[src/rtl/dcache.sv]
// Direct-mapped, write-back, write-allocate data cache: 8 lines of 4 bytes.
// Misses stall the CPU through an optional write-back then a block fetch.
module dcache (
    input  logic        CLK,
    input  logic        RESET,
    input  logic        READ,
    input  logic        WRITE,
    input  logic [7:0]  ADDRESS,
    input  logic [7:0]  WRITEDATA,
    output logic [7:0]  READDATA,
    output logic        BUSYWAIT,
    output logic        MEM_READ,
    output logic        MEM_WRITE,
    output logic [5:0]  MEM_ADDRESS,
    output logic [31:0] MEM_WRITEDATA,
    input  logic [31:0] MEM_READDATA,
    input  logic        MEM_BUSYWAIT
);

    typedef enum logic [1:0] {
        IDLE,
        WRITEBACK,
        ALLOCATE
    } state_t;

    state_t state, next_state;

    logic [7:0]  valid;
    logic [7:0]  dirty;
    logic [2:0]  tags [8];
    logic [31:0] data [8];

    logic [2:0]  tag_in;
    logic [2:0]  idx;
    logic [1:0]  off;
    logic        req;
    logic        hit;
    logic [31:0] line;

    assign tag_in = ADDRESS[7:5];
    assign idx    = ADDRESS[4:2];
    assign off    = ADDRESS[1:0];
    assign req    = READ | WRITE;
    assign line   = data[idx];
    assign hit    = valid[idx] && (tags[idx] == tag_in);

    always_comb begin
        next_state    = state;
        BUSYWAIT      = 1'b0;
        MEM_READ      = 1'b0;
        MEM_WRITE     = 1'b0;
        MEM_ADDRESS   = '0;
        MEM_WRITEDATA = '0;
        READDATA      = '0;
        unique case (state)
            IDLE: begin
                if (req) begin
                    if (hit) begin
                        // A simultaneous READ+WRITE is served as a store.
                        if (!WRITE)
                            READDATA = line[{off, 3'b000} +: 8];
                    end else begin
                        BUSYWAIT   = 1'b1;
                        next_state = (valid[idx] && dirty[idx]) ? WRITEBACK : ALLOCATE;
                    end
                end
            end
            WRITEBACK: begin
                BUSYWAIT      = 1'b1;
                MEM_WRITE     = 1'b1;
                MEM_ADDRESS   = {tags[idx], idx};
                MEM_WRITEDATA = line;
                if (!MEM_BUSYWAIT)
                    next_state = ALLOCATE;
            end
            ALLOCATE: begin
                BUSYWAIT    = 1'b1;
                MEM_READ    = 1'b1;
                MEM_ADDRESS = ADDRESS[7:2];
                if (!MEM_BUSYWAIT)
                    next_state = IDLE;
            end
            default: next_state = IDLE;
        endcase
        // The stall is released as soon as reset is seen, even with a request held.
        if (RESET)
            BUSYWAIT = 1'b0;
    end

    always_ff @(posedge CLK) begin
        if (RESET) begin
            state <= IDLE;
            valid <= '0;
            dirty <= '0;
        end else begin
            state <= next_state;
            if (state == IDLE && WRITE && hit) begin
                data[idx][{off, 3'b000} +: 8] <= WRITEDATA;
                dirty[idx]                    <= 1'b1;
            end
            if (state == ALLOCATE && !MEM_BUSYWAIT) begin
                data[idx]  <= MEM_READDATA;
                tags[idx]  <= tag_in;
                valid[idx] <= 1'b1;
                dirty[idx] <= 1'b0;
            end
        end
    end

endmodule

[config.mk]
export PLATFORM = sky130hd
export DESIGN_NAME = dcache
export DESIGN_NICKNAME = d
export VERILOG_FILES = /design/src/rtl/dcache.sv
export SDC_FILE = /design/constraint.sdc
export NUM_CORES = 1
export LEC_CHECK = 0
export BUFFER_PORTS_ARGS = -buffer_cell sky130_fd_sc_hd__buf_2
export CAP_MARGIN = 25
export CORE_UTILIZATION = 49
export DETAILED_ROUTE_END_ITERATION = 8
export PLACE_DENSITY = 0.68
export SLEW_MARGIN = 20
export SYNTH_ARGS = -nofsm -noshare
export SYNTH_HDL_FRONTEND = slang
export SYNTH_SLANG_ARGS = --single-unit
[constraint.sdc]
create_clock -name CLK -period 3.1 [get_ports CLK]
set_input_delay 0.31 -clock CLK [delete_from_list [all_inputs] [get_ports CLK]]
set_output_delay 0.31 -clock CLK [all_outputs]
set_load 0.01 [all_outputs]
# After elaboration in Yosys (flattened, before gate mapping)
# Memory sizes are Yosys's and may differ from the RTL's.
# Cells that the tools add are included.
# word_totals
output_inout_bits	49
wordCells	130
mem_count	2
input_bits	53
ff_bits	18
mem_bits_rw	280
# mem_list
memory	depth	word_bits	read_ports	rd_ports_with_merged_regs	wr	line_no	source
data	8	32	1	0	1	31	logic [31:0] data [8];
tags	8	3	1	0	1	30	logic [2:0] tags [8];
# classes
reduce_logical	10
n_mux	65
n_lt_le_gt_ge	2
n_bitwise	37
add_sub_neg	1
eq_ne	7
n_shift	3
# op_table
operator	count
32-bit 2-to-1 mux	2
8-bit 2-to-1 mux	7
1-bit 2-to-1 mux	45
1-bit bitwise OR	33
8-bit by 7-bit variable shift with 32-bit output, first input constant	1
32-bit by 6-bit indexed part select with 8-bit output	1
8-bit by 7-bit indexed part select with 32-bit output	1
8-bit bitwise OR	2
6-bit one-hot mux with 2 select lines	1
2-bit 2-to-1 mux	5
8-bit AND	1
2-bit != test, second input constant	4
8-bit inverter	1
5-bit negation with 7-bit output	1
1-bit binary-select mux with 3-bit select	2
1-bit logical AND	6
2-bit one-hot mux with 3 select lines	1
3-bit by 4-bit < comparator with 1-bit output, second input constant	1
4-bit AND reduction	1
1-bit demux with 3-bit select	1
3-bit equality test	1
3-bit by 1-bit >= comparator with 1-bit output, second input constant	1
2-bit by 1-bit equality test with 1-bit output, second input constant	1
2-bit equality test, second input constant	1
other kinds (4)	4

# Depth between registers and ports, before layout
# logic_depth
depth_word	9
depth_mapped	10
mapped_depth_nobuf	7

# Least setup slack after synthesis
# No wires, ideal clock.
# synth_timing
path_kind	input -> register
startpoint	in ADDRESS[2]
endpoint	mem data[0][0], enable pin
arrival_ps	2394
setup_slack_ps	331
n_path_buf	2
cell_stages	8
required_time_ps	2725
setup_ps	375
path_cell_list	buf_2 -> buf_6 -> mux2i_1 -> o22ai_1 -> or3_1 -> a22oi_4 -> nand4_1 -> a21oi_1
# synth_via
elab_chain_cells	8
# synth_rtl
item	line_no	source
start, declared	8	input logic [7:0] ADDRESS,
memory read 8 x 3 bit or 1-bit binary-select mux with 3-bit select (tied branches)	-	
3-bit equality test or 1-bit 2-to-1 mux (tied branches)	45	assign hit = valid[idx] && (tags[idx] == tag_in);
1-bit logical AND	45	
1-bit logical AND	97	if (state == IDLE && WRITE && hit) begin
1-bit 2-to-1 mux	97	
1-bit 2-to-1 mux	91	if (RESET) begin
32-bit 2-to-1 mux (not written as such)	98	data[idx][{off, 3'b000} +: 8] <= WRITEDATA;
1-bit bitwise OR (no line)	-	
end, declared	31	
# Parallel ways exist; a longest one is shown, timed or not. The select of a mux whose other input is x is not followed.

# Worst setup path in the final report
# layout_timing
startpoint	mem tags[5][2]
endpoint	out READDATA[4]
# layout_via
elab_chain_cells	6
# layout_rtl
item	line_no	source
start, declared	30	
memory read 8 x 3 bit	-	
3-bit equality test	45	
1-bit logical AND	45	
8-bit 2-to-1 mux	58	if (hit) begin
8-bit 2-to-1 mux	57	if (req) begin
8-bit 2-to-1 mux	55	unique case (state)
end, declared	10	output logic [7:0] READDATA,
# No other way between the ends.

==> summary.md <==
| Metric | Value |
|---|---|
| Dominant combinational cell family by area after synthesis | multiplexers |
| Arithmetic-cell share of the synthesized area counting full adders, half adders and majority gates | 0.881% |
| Final worst path period share | between 90% and 100% |
| I/O pin count | just over 100 |
| # DRC | 0 |
| Synthesis-to-finish area growth | 18.5% |
| Root Driver | sky130_fd_sc_hd__clkbuf_16 |
| Stages on the worst setup path | 7 |
| Maximum clock insertion buffer count | 3 |
| Type of destination of the critical path | output pin |
| Number of violations of the max-capacitance limit | 0 |
| Sequential cell area | between 8000 and 9000 um2 |
| Die Y | 164 um |
| Cts bufs inserted | 31 |
| Most common cell after layout, fill and taps aside | sky130_fd_sc_hd__edfxtp_1 |
| Outcome | complete, no violations |
| Final HPWL DP | approximately 25 mm |
| Slowest cell on the critical path | sky130_fd_sc_hd__nor3_1 |
| Fin. Hold Viols | 0 |
| Basic-gate share of the synthesized area counting and, or, nand and nor cells | around 6.6% |
| Highest fanout seen on the critical path | 7 |
| Max-slew violation count | 0 |
| Max-slew headroom at the worst pin | approximately 56% |
| Number of violations reported at the end of detailed-routing iteration 0 | between 900 and 1,000 |
| RD Place Congestion | 0.929 |
| Portion of netlist area occupied by mux cells | approximately 11% |
| Worst min path class | in2reg |
| Clock insertion delay at the later pin of the skew report | approximately 570 ps |
| First-pass DRT Iterations | 5 |
| Slew at the pin closest to its max-slew limit | around 660 ps |
| Total of endpoints with negative setup slack in the final report | 0 |
| Overall via count from detail_route | ~8,400 |
| Worst Setup Start Kind | register |
| Rows | just under 60 |
| Total Neg Setup Slack | 0 ps |
| GR peak layer | met2 |
| Leading cell types in the layout, fill and taps excluded | sky130_fd_sc_hd__edfxtp_1, sky130_fd_sc_hd__buf_2, sky130_fd_sc_hd__buf_4, sky130_fd_sc_hd__nor2_1, sky130_fd_sc_hd__mux2i_1 |
| Power per cell area | 588 nW/um2 |
| Number of diodes | 0 |
| Starting density of the core | between 50% and 60% |
| Fraction of the yosys area taken by sequential cells | around two thirds |
| Count of yosys warnings during synthesis | 0 |
| Number of antenna violations at the first check in global routing | 0 |
| First-pass GRT wire length | 52.1 mm |
| Average wire per cell in the routed design | roughly 26 um |
| Post-CTS repair timing setup buffer count | 0 |
| Count of port buffers added during placement | 101 |
| Maximum number of pins on one net before global-route repair | 41 |
| DIE AREA | roughly 27,000 um2 |
| Total congestion overflow | 0 |
| Number of gates given a new drive strength after cts | 0 |
| Setup repair after global routing missed its margin | false |
| Xor/xnor share of the synthesized area | less than 1% |
| Total GRT Usage | between 20% and 30% |
| Worst path cell trace | mux2i_1 -> o22ai_1 -> or3_1 -> a22oi_4 -> nand3_4 -> nor3_1 -> buf_2 |
| Max Clock Skew | 26.8 ps |
| Origin of the worst min-delay path | ADDRESS[7] |
| Met2 layer usage reported by global route | about 42% |
| Start point of the critical path | tags[5][2] |
| Clock H-tree levels | 1 |
| Via count of the first global-routing pass | roughly 8,000 |
| Count of buffering cells on the critical path with inverters included | 1 |
| Core Region | around 25,000 um2 |
| Critical path arrival | 2680 ps |
| Nets in the synthesized netlist | between 800 and 900 |
| Hold WS | around 110 ps |
| Footprint of the multi-input gates | about 3700 um2 |
| Final routed wirelength across all metal layers | ~36 mm |
| Number of synthesized flops with an enable pin | 280 |
| Final period demand of the worst path | around 3000 ps |
| Via-to-Cell Ratio | ~6.2 |
| Flops & latches, synth | 298 |
| Clock transition at the registers of the reported paths | around 60 ps |
| Met1 GRT Util | between 30% and 40% |
| Final antenna-violating net count | 0 |
| Number of distinct standard cells referenced by the synthesized netlist | between 50 and 60 |
| Data required time of the worst path | between 2000 and 3000 ps |
| Post-synthesis instance area | around 13,000 um2 |
| Fillcell total | 1,941 |
| Clock sink total | between 200 and 300 |
| Category of the critical setup timing path | reg2out |
| Met3 routing resource usage after global routing | between 5 and 6% |
| Cell depth of the worst hold path | 1 |
| Layout cells sized above 1 | 28.8% |
| Worst reg2reg path depth | 8 |
| Final nets | 1,067 |
| Leakage component of the power | between 5 and 6 nW |
| Number of standard cells after synthesis | approximately 840 |
| Critical Path Max Stage Delay | 430 ps |
| Syn avg cell area | around 15 um2 |
| Quantity of hold-fixing buffers added after cts | 0 |
| Peak supply drop | around 0.38 mV |
| Horizontal die dimension | 164 um |
| Peak clock frequency supported by timing | around 330 MHz |
| Compound-gate portion of the synthesized area | between 10% and 20% |
| Worst path top cell family by delay | simple AND/OR/NAND/NOR gates |
| CTS tree | done |
| Main flop type after synthesis | sky130_fd_sc_hd__edfxtp_1 |
| Async set or reset register ratio after synthesis | 0% |
| Critical R2R Launch | tags[5][2] |
[worst reg2reg max path: stages (launching register included)]
cell and delay (ps):
sky130_fd_sc_hd__edfxtp_1 370, sky130_fd_sc_hd__mux2i_1 150, sky130_fd_sc_hd__o22ai_1 130, sky130_fd_sc_hd__or3_1 400, sky130_fd_sc_hd__a22oi_4 270, sky130_fd_sc_hd__buf_4 220
sky130_fd_sc_hd__nand4_1 320, sky130_fd_sc_hd__a21oi_1 310, sky130_fd_sc_hd__buf_4 240
[cell type report]
type                       instances  area share (%)
clock buffer                      34            5.20
clock inverter                    19            1.31
inverter                          10           0.248
multi-input combinational        472            24.7
sequential                       298            57.9
tap                              330            2.73
timing repair buffer             192            7.96
[synthesized netlist by cell type (4+ instances only)]
cell / n / area [um2]
sky130_fd_sc_hd__a21oi_1: 43 / 215
sky130_fd_sc_hd__a221o_1: 4 / 40.0
sky130_fd_sc_hd__a221oi_1: 27 / 236
sky130_fd_sc_hd__a22o_1: 38 / 333
sky130_fd_sc_hd__a22oi_1: 18 / 135
sky130_fd_sc_hd__and2_1: 19 / 119
sky130_fd_sc_hd__buf_1: 6 / 22.5
sky130_fd_sc_hd__buf_2: 22 / 110
sky130_fd_sc_hd__clkbuf_1: 23 / 86.3
sky130_fd_sc_hd__dfxtp_1: 18 / 360
sky130_fd_sc_hd__edfxtp_1: 280 / 8410
sky130_fd_sc_hd__ha_1: 9 / 113
sky130_fd_sc_hd__inv_1: 6 / 22.5
sky130_fd_sc_hd__mux2_2: 15 / 169
sky130_fd_sc_hd__mux2i_1: 46 / 460
sky130_fd_sc_hd__mux4_2: 34 / 766
sky130_fd_sc_hd__nand2_1: 39 / 146
sky130_fd_sc_hd__nand3_1: 6 / 30.0
sky130_fd_sc_hd__nand4_1: 4 / 25.0
sky130_fd_sc_hd__nor2_1: 80 / 300
sky130_fd_sc_hd__nor2b_1: 7 / 43.8
sky130_fd_sc_hd__nor3_1: 13 / 65.1
sky130_fd_sc_hd__o21a_1: 4 / 30.0
sky130_fd_sc_hd__o21ai_0: 6 / 30.0
sky130_fd_sc_hd__o22ai_1: 16 / 100
sky130_fd_sc_hd__o31ai_1: 5 / 37.5
[sequential cells by signal, indices dropped and copies added (netlist names), named ones only]
name / cells
tags: 24
data: 256
valid: 8
state: 2
[path summary, 6_finish.rpt]
path	endpoint	slack (ps)
worst max register to register	data[3][30]	390
worst min-delay path	tags[0][2]	110
worst min register to register	register	450
worst max-delay path	READDATA[4]	110
[per-layer routing]
layer | up-vias | wire length (um)
met4 | 0 | 854
met2 | 497 | 16800
li1 | 3661 | -
met3 | 51 | 3850
met1 | 4211 | 14200
met5 | - | 0
[metrics by stage]
stage	instance area, um2	cells	worst slack [ps]	total power, mW	utilization (%)
floorplan	12800	835	331	5.00	-
global placement	14200	1302	122	5.33	55.7
detailed placement	14200	1302	97.4	5.33	55.7
CTS	15100	1355	74.6	8.92	59.6
global route	15100	1355	43.4	9.13	59.6
finish	15100	1355	106	8.91	59.6
[power breakdown]
part           switching [mW]  leakage [nW]  internal [mW]
clock network            1.50         0.482           2.14
logic                   0.504          2.27          0.292
registers              0.0110          2.67           4.46
[cells by family after synthesis]
group           count (synthesis)
compound gates                182
xor+xnor                        1
fa+ha+maj                       9
buf+inv                        65
flops                         298
mux                            96
simple gates                  184
Power figures use the tool's default switching activity.
